$ cat config.mk
export PLATFORM = sky130hd
export DESIGN_NAME = fetch_unit
export DESIGN_NICKNAME = d
export VERILOG_FILES = /design/src/rtl/fetch_unit.sv
export SDC_FILE = /design/constraint.sdc
export NUM_CORES = 1
export LEC_CHECK = 0
export CAP_MARGIN = 20
export CELL_PAD_IN_SITES_DETAIL_PLACEMENT = 0
export CELL_PAD_IN_SITES_GLOBAL_PLACEMENT = 2
export CORE_MARGIN = 1
export CORE_UTILIZATION = 30
export CTS_CLUSTER_SIZE = 16
export DETAILED_ROUTE_END_ITERATION = 10
export GPL_TIMING_DRIVEN = 1
export PLACE_DENSITY_LB_ADDON = 0.2
export REMOVE_ABC_BUFFERS = 1
export SLEW_MARGIN = 20
export SYNTH_ARGS = -nofsm -noshare
export SYNTH_HDL_FRONTEND = slang
export SYNTH_SLANG_ARGS = --single-unit
$ cat constraint.sdc
create_clock -name Clk_Core -period 7.8 [get_ports Clk_Core]
set_input_delay 2.34 -clock Clk_Core [delete_from_list [all_inputs] [get_ports Clk_Core]]
set_output_delay 2.34 -clock Clk_Core [all_outputs]
set_load 0.05 [all_outputs]
$ cat src/rtl/fetch_unit.sv
// Instruction-fetch stage: owns the PC, issues word reads to instruct_mem and buffers
// responses in a 2-entry FIFO toward decode. Optional FETCH_BYPASS_EN forwards a response straight to decode when the FIFO is empty.
module fetch_unit #(
    parameter logic [31:0] RESET_PC = 32'h0000_0000,
    parameter int unsigned MEM_SIZE = 1024
) (
    input  logic        Clk_Core,
    input  logic        Rst_Core,
    output logic [31:0] Program_Count,
    input  logic [31:0] Instruction,
    input  logic        Redirect_Valid,
    input  logic [31:0] Redirect_Target,
    input  logic        Decode_Ready,
    output logic        Fetch_Valid,
    output logic [31:0] Fetch_Instr,
    output logic [31:0] Fetch_PC,
    output logic        Fetch_Fault
);

    // Handshake: an entry moves to decode on a cycle where Fetch_Valid and Decode_Ready are
    // both high; the head is held stable while Fetch_Valid=1 and Decode_Ready=0.
    localparam logic [31:0] NOP       = 32'h0000_0013;
    localparam logic [31:0] MEM_WORDS = MEM_SIZE;

    typedef struct packed {
        logic [31:0] pc;
        logic [31:0] instr;
        logic        fault;
    } entry_t;

    logic [31:0] pc_q, pc_d;
    logic        inflight_q, inflight_d;
    logic [31:0] inflight_pc_q, inflight_pc_d;
    logic        inflight_fault_q, inflight_fault_d;
    logic        halt_q, halt_d;
    entry_t      ent0_q, ent0_d, ent1_q, ent1_d;
    logic [1:0]  count_q, count_d;

    entry_t      resp, head;
    logic        bypass, valid, pop, q_pop, push, issue, pc_fault;
    logic [2:0]  occ;

    assign pc_fault = (pc_q[1:0] != 2'b00) || ({2'b00, pc_q[31:2]} >= MEM_WORDS);
    assign resp     = '{pc: inflight_pc_q,
                        instr: inflight_fault_q ? NOP : Instruction,
                        fault: inflight_fault_q};

`ifdef FETCH_BYPASS_EN
    assign bypass = (count_q == 2'd0) && inflight_q;
`else
    assign bypass = 1'b0;
`endif

    assign head  = bypass ? resp : ent0_q;
    assign valid = bypass || (count_q != 2'd0);
    assign pop   = valid && Decode_Ready;
    assign occ   = {1'b0, count_q} + {2'b00, inflight_q} - {2'b00, pop};
    assign issue = !Rst_Core && !Redirect_Valid && !halt_q && (occ < 3'd2);
    // A bypassed response that decode takes immediately never enters the FIFO.
    assign push  = inflight_q && !Redirect_Valid && !(bypass && Decode_Ready);
    assign q_pop = pop && !bypass;

    assign Program_Count = pc_q;
    assign Fetch_Valid   = valid;
    assign Fetch_Instr   = valid ? head.instr : 32'h0;
    assign Fetch_PC      = valid ? head.pc : 32'h0;
    assign Fetch_Fault   = valid && head.fault;

    always_comb begin
        pc_d             = pc_q;
        inflight_d       = 1'b0;
        inflight_pc_d    = inflight_pc_q;
        inflight_fault_d = inflight_fault_q;
        halt_d           = halt_q;
        ent0_d           = ent0_q;
        ent1_d           = ent1_q;
        count_d          = count_q;

        if (issue) begin
            inflight_d       = 1'b1;
            inflight_pc_d    = pc_q;
            inflight_fault_d = pc_fault;
            pc_d             = pc_q + 32'd4;
            if (pc_fault) halt_d = 1'b1;
        end

        case ({push, q_pop})
            2'b10: begin
                if (count_q == 2'd0) ent0_d = resp;
                else                 ent1_d = resp;
                count_d = count_q + 2'd1;
            end
            2'b01: begin
                ent0_d  = ent1_q;
                count_d = count_q - 2'd1;
            end
            2'b11: begin
                if (count_q == 2'd1) begin
                    ent0_d = resp;
                end else begin
                    ent0_d = ent1_q;
                    ent1_d = resp;
                end
            end
            default: ;
        endcase

        // Redirect squashes everything buffered or in flight, including a same-cycle pop.
        if (Redirect_Valid) begin
            pc_d       = Redirect_Target;
            inflight_d = 1'b0;
            count_d    = 2'd0;
            halt_d     = 1'b0;
        end
    end

    always_ff @(posedge Clk_Core) begin
        if (Rst_Core) begin
            pc_q             <= RESET_PC;
            inflight_q       <= 1'b0;
            inflight_pc_q    <= 32'h0;
            inflight_fault_q <= 1'b0;
            halt_q           <= 1'b0;
            ent0_q           <= '0;
            ent1_q           <= '0;
            count_q          <= 2'd0;
        end else begin
            pc_q             <= pc_d;
            inflight_q       <= inflight_d;
            inflight_pc_q    <= inflight_pc_d;
            inflight_fault_q <= inflight_fault_d;
            halt_q           <= halt_d;
            ent0_q           <= ent0_d;
            ent1_q           <= ent1_d;
            count_q          <= count_d;
        end
    end

endmodule

* Word level (Yosys, flattened, before mapping)
Cells that the tools add are included.
** Storage, ports and cells
- Memory bits (read-only) :: 0
- Output and inout bits :: 98
- Memories kept :: 0
- Logic and storage cells :: 60
- Bits in writable memories :: 0
- Latch bits :: 0
- Input bits :: 68
- Register bits after elaboration :: 199
** Cells by class
- Shifts and indexed selects :: 0
- Bitwise gates (word level) :: 0
- Muxes and demuxes :: 13
- $mul :: 0
- Equality and inequality tests :: 7
- Div/mod/pow operators :: 0
- Reductions and logical operators :: 21
- Order comparisons :: 2
- Add/subtract/negate cells :: 5
** Operator list (count)
- 2-to-1 mux 65 bit :: 4
- one-hot mux 65 bit (3 select lines) :: 1
- 2-to-1 mux 32 bit :: 5
- one-hot mux 65 bit (2 select lines) :: 1
- adder 32 x 3 -> 32 bit (second input constant) :: 1
- >= comparator 30 x 11 -> 1 bit (second input constant) :: 1
- nonzero test 2 bit :: 5
- logical AND 1 bit :: 6
- inequality test 2 bit (second input constant) :: 3
- == test 2 x 1 -> 1 bit (second input constant) :: 2
- == test 2 bit (second input constant) :: 2
- one-hot mux 2 bit (2 select lines) :: 1
- AND reduction 2 bit :: 2
- adder 2 x 1 -> 3 bit :: 1
- logical NOT 1 bit :: 3
- < comparator 3 x 2 -> 1 bit (second input constant) :: 1
- AND reduction 3 bit :: 1
- nonzero test 3 bit :: 1
- subtractor 3 x 1 -> 3 bit :: 1
- adder 2 x 1 -> 2 bit (second input constant) :: 1
- logical NOT 2 bit :: 1
- OR reduction 2 bit :: 1
- subtractor 2 x 1 -> 2 bit (second input constant) :: 1
- logical OR 1 bit :: 1
- 2-to-1 mux 1 bit :: 1

* Logic depth before layout (Yosys ltp)
Gate-level depths: netlist (run 1).
- Word-level depth :: 7
- Mapped depth :: 15
- Mapped depth without buffers :: 14

* Worst setup path after synthesis (run 1)
No wires, ideal clock.
- Path kind :: input to register
- From :: input Decode_Ready
- To :: register inflight_pc_q[11]
- Stages on the path :: 12
- Setup time :: 70 ps
- Data required time :: 7730 ps
- Path slack :: 3122 ps
- Arrival :: 4607 ps
- Path buffers :: 2
- Cells stage by stage :: nand2_1 > inv_1 > ha_1 > nand2b_1 > fa_1 > xnor2_1 > nand4_1 > inv_2 > buf_2 > buf_1 > nand2_1 > a21oi_1
** Between the ends
- Word-level cells in the longest chain between the ends :: 4
** RTL lines
- start, declared :: line 13 : input logic Decode_Ready,
- logical AND 1 bit :: line 56 : assign pop = valid && Decode_Ready;
- subtractor 3 x 1 -> 3 bit :: line 57 : assign occ = {1'b0, count_q} + {2'b00, inflight_q} - {2'b00, pop};
- < comparator 3 x 2 -> 1 bit :: line 58 : assign issue = !Rst_Core && !Redirect_Valid && !halt_q && (occ < 3'd2);
- logical AND 1 bit :: line 58
- end signal, assigned :: line 130 : inflight_pc_q <= inflight_pc_d;
- end, declared :: line 33 : logic [31:0] inflight_pc_q, inflight_pc_d;
No other way between the ends.
A chain may end at the register's enable or synchronous reset.

* Final worst setup path (run 1)
- From :: input Decode_Ready
- To :: register pc_q[15] (netlist: Program_Count[15])
** Between the ends
- Word-level cells in the longest chain between the ends :: 5
** RTL lines
- logical AND 1 bit :: line 56
- subtractor 3 x 1 -> 3 bit :: line 57
- < comparator 3 x 2 -> 1 bit :: line 58
- logical AND 1 bit :: line 58
- nonzero test 2 bit (no line)
- end signal, assigned :: line 128 : pc_q <= pc_d;
- end, declared :: line 31 : logic [31:0] pc_q, pc_d;
No other way between the ends.

==> results of run 1 <==
critical path, stage by stage:
cell	delay, ps
clkdlybuf4s50_1	450
nand2_1	160
inv_1	250
ha_1	270
nand2b_1	150
fa_1	380
xnor2_1	180
nand4_1	150
inv_2	480
buf_4	380
nand4_1	160
a2bb2oi_1	160
a21oi_1	160
synthesized netlist by cell type, types with 4 or more instances:
cell	number	area share, %
a21oi_1	113	6.4
a221oi_1	63	6.3
a22oi_1	8	0.68
a311oi_1	4	0.40
a31oi_1	8	0.57
and3_1	4	0.29
buf_1	12	0.51
clkbuf_1	78	3.3
dfxtp_1	199	45
ha_1	8	1.1
inv_1	16	0.68
nand2_1	225	9.6
nand2b_1	5	0.36
nand3_1	15	0.86
nand4_1	11	0.78
nor2_1	86	3.7
nor2b_1	101	7.2
nor3_1	71	4.1
nor4_1	9	0.64
o21ai_0	12	0.68
o22ai_1	6	0.43
xnor2_1	6	0.60
xor2_1	4	0.40
stage by stage:
| step | util [%] | std cells | setup slack [ps] | total power [mW] | cell area, sq um |
|---|---|---|---|---|---|
| finish | 39.47 | 1618 | 2468 | 2.426 | 11330 |
| global route | 39.47 | 1618 | 2214 | 2.542 | 11330 |
| CTS | 39.37 | 1617 | 2457 | 2.462 | 11300 |
| detailed placement | 37.30 | 1585 | 2002 | 1.555 | 10710 |
| global placement | 37.30 | 1585 | 2036 | 1.553 | 10710 |
| floorplan | - | 1024 | 992.5 | 1.382 | 8429 |
metal layers:
metal	track usage, %	up-vias	wire (microns)
li1	-	4076	-
met1	26.45	3824	13900
met2	28.58	176	12500
met3	3.430	13	1148
met4	4.351	0	238
met5	0	-	0
flip-flops by register name, indices dropped and copies added (netlist names):
register          count
Program_Count        32
count_q               2
ent0_q               65
ent1_q               65
halt_q                1
inflight_fault_q      1
inflight_pc_q        32
inflight_q            1
power breakdown:
part           leakage, nW  internal (mW)  switching (mW)
combinational         1.75          0.152           0.253
clock                0.285          0.440           0.458
sequential            1.62           1.08          0.0470
total                 3.65           1.67           0.758
layout by cell type, fill, tap and decap left out, types with 4 or more instances in the layout:
| cell type | count |
|---|---|
| a22oi_1 | 8 |
| nand4_1 | 11 |
| ha_1 | 7 |
| nand3_1 | 14 |
| dfxtp_1 | 199 |
| nor2b_1 | 101 |
| nand2b_1 | 5 |
| nand2_1 | 224 |
| o21ai_0 | 12 |
| xor2_1 | 4 |
| inv_8 | 5 |
| buf_4 | 12 |
| nor4_1 | 9 |
| nor2_1 | 85 |
| inv_1 | 16 |
| clkdlybuf4s50_1 | 163 |
| a21oi_1 | 112 |
| xnor2_1 | 6 |
| nor3_1 | 71 |
| o22ai_1 | 6 |
| clkbuf_16 | 17 |
| a311oi_1 | 4 |
| a221oi_1 | 63 |
| a31oi_1 | 8 |
area by class of cell:
cell class | instances | share of cell area (%)
Timing Repair Buffer | 178 | 15.58
Clock inverter | 14 | 1.370
Sequential cell | 199 | 35.17
Multi-Input combinational cell | 808 | 39.20
Inverter | 17 | 0.5633
Clock buffer | 18 | 3.877
Tap cell | 384 | 4.241
final timing paths:
| kind | end | depth (start not counted) |
|---|---|---|
| setup / recovery | Program_Count[15] | 13 |
| hold / removal | ent1_q[64] | 2 |
| setup reg to reg | Program_Count[15] | 15 |
| hold reg to reg | ent1_q[64] | 2 |
cells by family after synthesis:
group	Yosys count	share of synthesized area (%)
AND/OR/NAND/NOR	549	29.58
AO/OA/AOI/OAI	236	17.52
flip-flops	199	45.41
buffers and inverters	108	4.635
XOR/XNOR	10	0.9984
adder cells (fa/ha/maj)	9	1.369
multiplexers	4	0.4849
==> results.md, run 1 <==
* Worst setup path start: Decode_Ready
* Syn avg cell area at 7.867 sq um
* Leak at 3.655 nW
* Final worst-path cycle share at 68.36%
* CP max FO at 33
* Setup violators final at 0
* Slew Limit Fails at 0
* Worst r2r src: count_q[1]
* 1st-iter DRT viols at 460
* All-Layer GR Usage at 18.48%
* Maximum root-to-sink buffer count at 2
* Hold WC Path Type: reg2reg
* Fin. Hold Viols at 0
* TritonCTS clock tree: yes
* Final Hold Slack at 455.2 ps
* Worst setup EP type: flop
* CTS Buf Count at 17
* Cells after synthesis at 1115
* Yosys warnings at 0
* Post_cts resized at 0
* Power Density at 214.1 nW/um^2
* Count of cell types in the netlist at 52
* Outcome: complete, no violations
* Post-Route Setup TNS at 0 ps
* Initial Util at 30.56%
* Skew-Pair Late Insertion Delay at 440 ps
* Congestion Overflow GR at 0
* # rows at 62
* I/O pins at 166
* Peak VDD IR at 0.1270 mV
* N_diodes at 0
* DRT Wirelength at 27.78 mm
* Post-synth top flop: dfxtp_1
* Slew @ Worst Pin at 1041 ps
* Port Buf Inserts at 165
* Share of post-route cells with drive strength above 1 at 5.429%
* RSZ-0062 raised after global routing: no
* Sequential-to-total area share from yosys stat at 45.41%
* Routed len/inst at 17.17 microns
* Global-route wire length before repair at 44.06 mm
* Post CTS Setup Buffer Count at 0
* Area of the multi-input gates at 4441 sq um
* Root buf cell: clkbuf_16
* Largest net degree at the start of global routing at 83
* Initial antenna violation count at 0
* CP Class: in2reg
* Number of max-cap violations at 0
* FF/Latch Area at 3984 sq um
* Critical path launch point type: input pin
* Die height at 173 microns
* Number of H-tree levels at 4
* Crit path DAT at 5690 ps
* Cts hold-fix bufs at 0
* Reg clk slew, reported paths at 80 ps
* Netlist Area Pre-Place at 8772 sq um
* CTS Sinks at 199
* Post-synth EDFFs at 0
* GP Congestion at 0.7514
* Worst Path Required at 8160 ps
* Core ar. at 28700 sq um
* Vias at 8089
* Tmin final at 5332 ps
* Area of the die at 29930 sq um
* Hold wc startpoint: ent1_q[64]
* Routed vias/inst at 4.999
* Vias in the first global route at 7627
* Antenna viol nets, final at 0
* Skew final at 16.79 ps
* Post-synth ARST share at 0%
* F_max at 0.1876 GHz
* FF+latch count, synth at 199
* Drt drc at 0
* Die width at 173 microns
* # nets final at 1298
* Post-detail-place hpwl at 16.37 mm
* Layout filler cell count at 2996
* Area delta synth->final at 29.14%
* Rel. slew slack at 30.42%
* Drt pass-1 iters at 5
* R2r setup slk at 3220 ps
No activity file was read; power rests on OpenSTA's default activity.
==> run 2: changes to the inputs <==
CORE_UTILIZATION = 27   (was 30)
clock period = 4.9 ns   (was 7.8 ns; I/O delays follow)
==> results.md, run 2 (synthesized netlist as in run 1, its figures left out) <==
* Outcome: complete, no violations
* Initial Util at 27.59% (-3.0 points)
* Slew @ Worst Pin at 901.8 ps (-139.4 ps)
* Met1 usage at 24.69% (-1.8 points)
* Skew-Pair Late Insertion Delay at 440 ps (about the same)
* Reg-to-Reg End: Program_Count[13]
* CTS Buf Count at 17 (unchanged)
* Die width at 182.3 microns (+5.3%)
* Drt pass-1 iters at 5 (unchanged)
* RSZ-0062 raised after global routing: no
* CTS Sinks at 199 (unchanged)
* Largest regs: ent0_q (65), ent1_q (65)
* Hold WC Path Type: reg2reg
* Congestion Overflow GR at 0 (unchanged)
* Vias at 8081 (-0.099%)
* Power Density at 338.7 nW/um^2 (+58%)
* Number of max-cap violations at 0 (unchanged)
* DRT Wirelength at 28.80 mm (+3.7%)
* Crit path DAT at 2750 ps (-2940 ps)
* Hold Path End: ent1_q[64]
* Reg clk slew, reported paths at 80 ps (about the same)
* Antenna viol nets, final at 0 (unchanged)
* Combinational share of power at 16.6% (about the same)
* Die height at 182.3 microns (+5.3%)
* Final Hold Slack at 454.4 ps (-0.7610 ps)
* Area delta synth->final at 31.15%
* Worst setup path start: count_q[1]
* Tmin final at 4218 ps
* CP max-delay cell: clkdlybuf4s50_1
* Vias in the first global route at 7900 (+3.6%)
* Sw power at 1.200 mW (+58%)
* 1st-iter DRT viols at 479 (+4.1%)
* Post-detail-place hpwl at 17.67 mm (+7.9%)
* R2r setup slk at 1170 ps (-2050 ps)
* Share of post-route cells with drive strength above 1 at 6.114% (+0.68 points)
* I/O pins at 166 (unchanged)
* Commonest non-fill, non-tap cell in the layout: nand2_1
* Core ar. at 31800 sq um (+11%)
* Crit path cell chain: inv_1 > ha_4 > buf_4 > nor2b_1 > clkdlybuf4s50_1
* R2R depth at 14 (-1)
* Maximum root-to-sink buffer count at 2 (unchanged)
* Drt drc at 0 (unchanged)
* Leak at 3.717 nW (+1.7%)
* CP max FO at 38 (+15%)
* Internal Dissipation at 2.696 mW (+62%)
* Cts hold-fix bufs at 0 (unchanged)
* Hold Path Stages at 2 (unchanged)
* Setup violators final at 0 (unchanged)
* FF/Latch Area at 3985 sq um (about the same)
* Layout filler cell count at 3351 (+12%)
* TritonCTS clock tree: yes
* Switching Share at 30.81% (-0.44 points)
* Initial antenna violation count at 0 (unchanged)
* # nets final at 1308 (+0.77%)
* Skew final at 22.57 ps (+5.782 ps)
* All-Layer GR Usage at 17.49% (-0.99 points)
* Peak VDD IR at 0.2010 mV (+58%)
* Clk pwr share at 37.1% (about the same)
* Post_cts resized at 0 (unchanged)
* Most frequent cells in the layout: 224 x nand2_1, 198 x dfxtp_1, 163 x clkdlybuf4s50_1
* Critical path launch point type: flop
* Slew Limit Fails at 0 (unchanged)
* Number of H-tree levels at 4 (unchanged)
* Rel. slew slack at 39.88% (+9.5 points)
* Worst setup EP type: output port
* Final worst-path cycle share at 86.07%
* Worst r2r src: count_q[1]
* # rows at 65 (+4.8%)
* GP Congestion at 0.7752 (+3.2%)
* Largest net degree at the start of global routing at 142 (+71%)
* F_max at 0.2371 GHz
* Routed len/inst at 17.16 microns (about the same)
* CP Class: reg2out
* Area of the multi-input gates at 4441 sq um (unchanged)
* Worst Path Required at 3430 ps (-4730 ps)
* Post-Place Worst Slack at 428.3 ps (-1574 ps)
* Routed vias/inst at 4.816 (-3.7%)
* Final core occ at 36.18% (-3.3 points)
* Setup ws final at 682.4 ps (-1786 ps)
* Area of the die at 33220 sq um (+11%)
* Max stage delay on crit path at 760 ps (+280 ps)
* Fin. Hold Viols at 0 (unchanged)
* GR Util met2 at 27.71% (-0.87 points)
* Hold wc startpoint: ent1_q[64]
* Sequential Power Share at 46.3% (about the same)
* Routing usage on met3 at 3.432% (about the same)
* N_diodes at 0 (unchanged)
* Post CTS Setup Buffer Count at 0 (unchanged)
* GR peak layer: met2
* Root buf cell: clkbuf_16
* Global-route wire length before repair at 45.66 mm (+3.6%)
* Port Buf Inserts at 165 (unchanged)
run 2: worst max path at each step:
stage,to,slack [ps],depth (start not counted)
detailed placement,Program_Count[13],430,12
global placement,Program_Count[13],480,12
CTS,Fetch_PC[31],590,5
floorplan,Program_Count[13],-1910,14
global route,Fetch_PC[13],470,5
finish,Fetch_PC[0],680,5
run 2: final cells by class:
class	instances	share of cell area, %
repair buffers	188	16.37
inverters	17	0.5546
clock inverters	13	1.381
flip-flops and latches	199	34.64
well taps	435	4.731
multi-input cells	808	38.60
clock buffers	18	3.730
run 2: critical path, delay by kind of cell (launching register included):
family                   cells  cell delay (ps)
adder cells (fa/ha/maj)      1              420
flip-flops                   1              350
AND/OR/NAND/NOR              1               90
buffers and inverters        3             1410
run 2: power by group through the flow:
stage	clock network [mW]	registers (mW)	logic (mW)
CTS	1.51	1.80	0.659
detailed placement	0	1.84	0.656
finish	1.45	1.80	0.646
floorplan	0	1.87	0.329
global route	1.57	1.82	0.713
global placement	0	1.84	0.653
run 2: per-layer routing:
| layer | vias to the layer above | part of all wire (%) |
|---|---|---|
| li1 | 4094 | - |
| met1 | 3790 | 50 |
| met2 | 191 | 45 |
| met3 | 6 | 4.1 |
| met4 | 0 | 0.44 |
| met5 | - | 0 |
run 2: stage by stage:
stage                     cells  setup TNS, ps  power, mW  cell area, sq um
after CTS                  1678              0      3.969             11500
final                      1678              0      3.897             11500
after global placement     1647              0      2.495             10920
after floorplan            1024        -115530      2.200              8429
after global routing       1678              0      4.104             11500
after detailed placement   1647              0      2.499             10920
==> run 3: changes to the inputs <==
CAP_MARGIN = not set   (was 20)
==> results of run 3 <==
The final DEF is identical to that of run 2; final timing and power are the same.
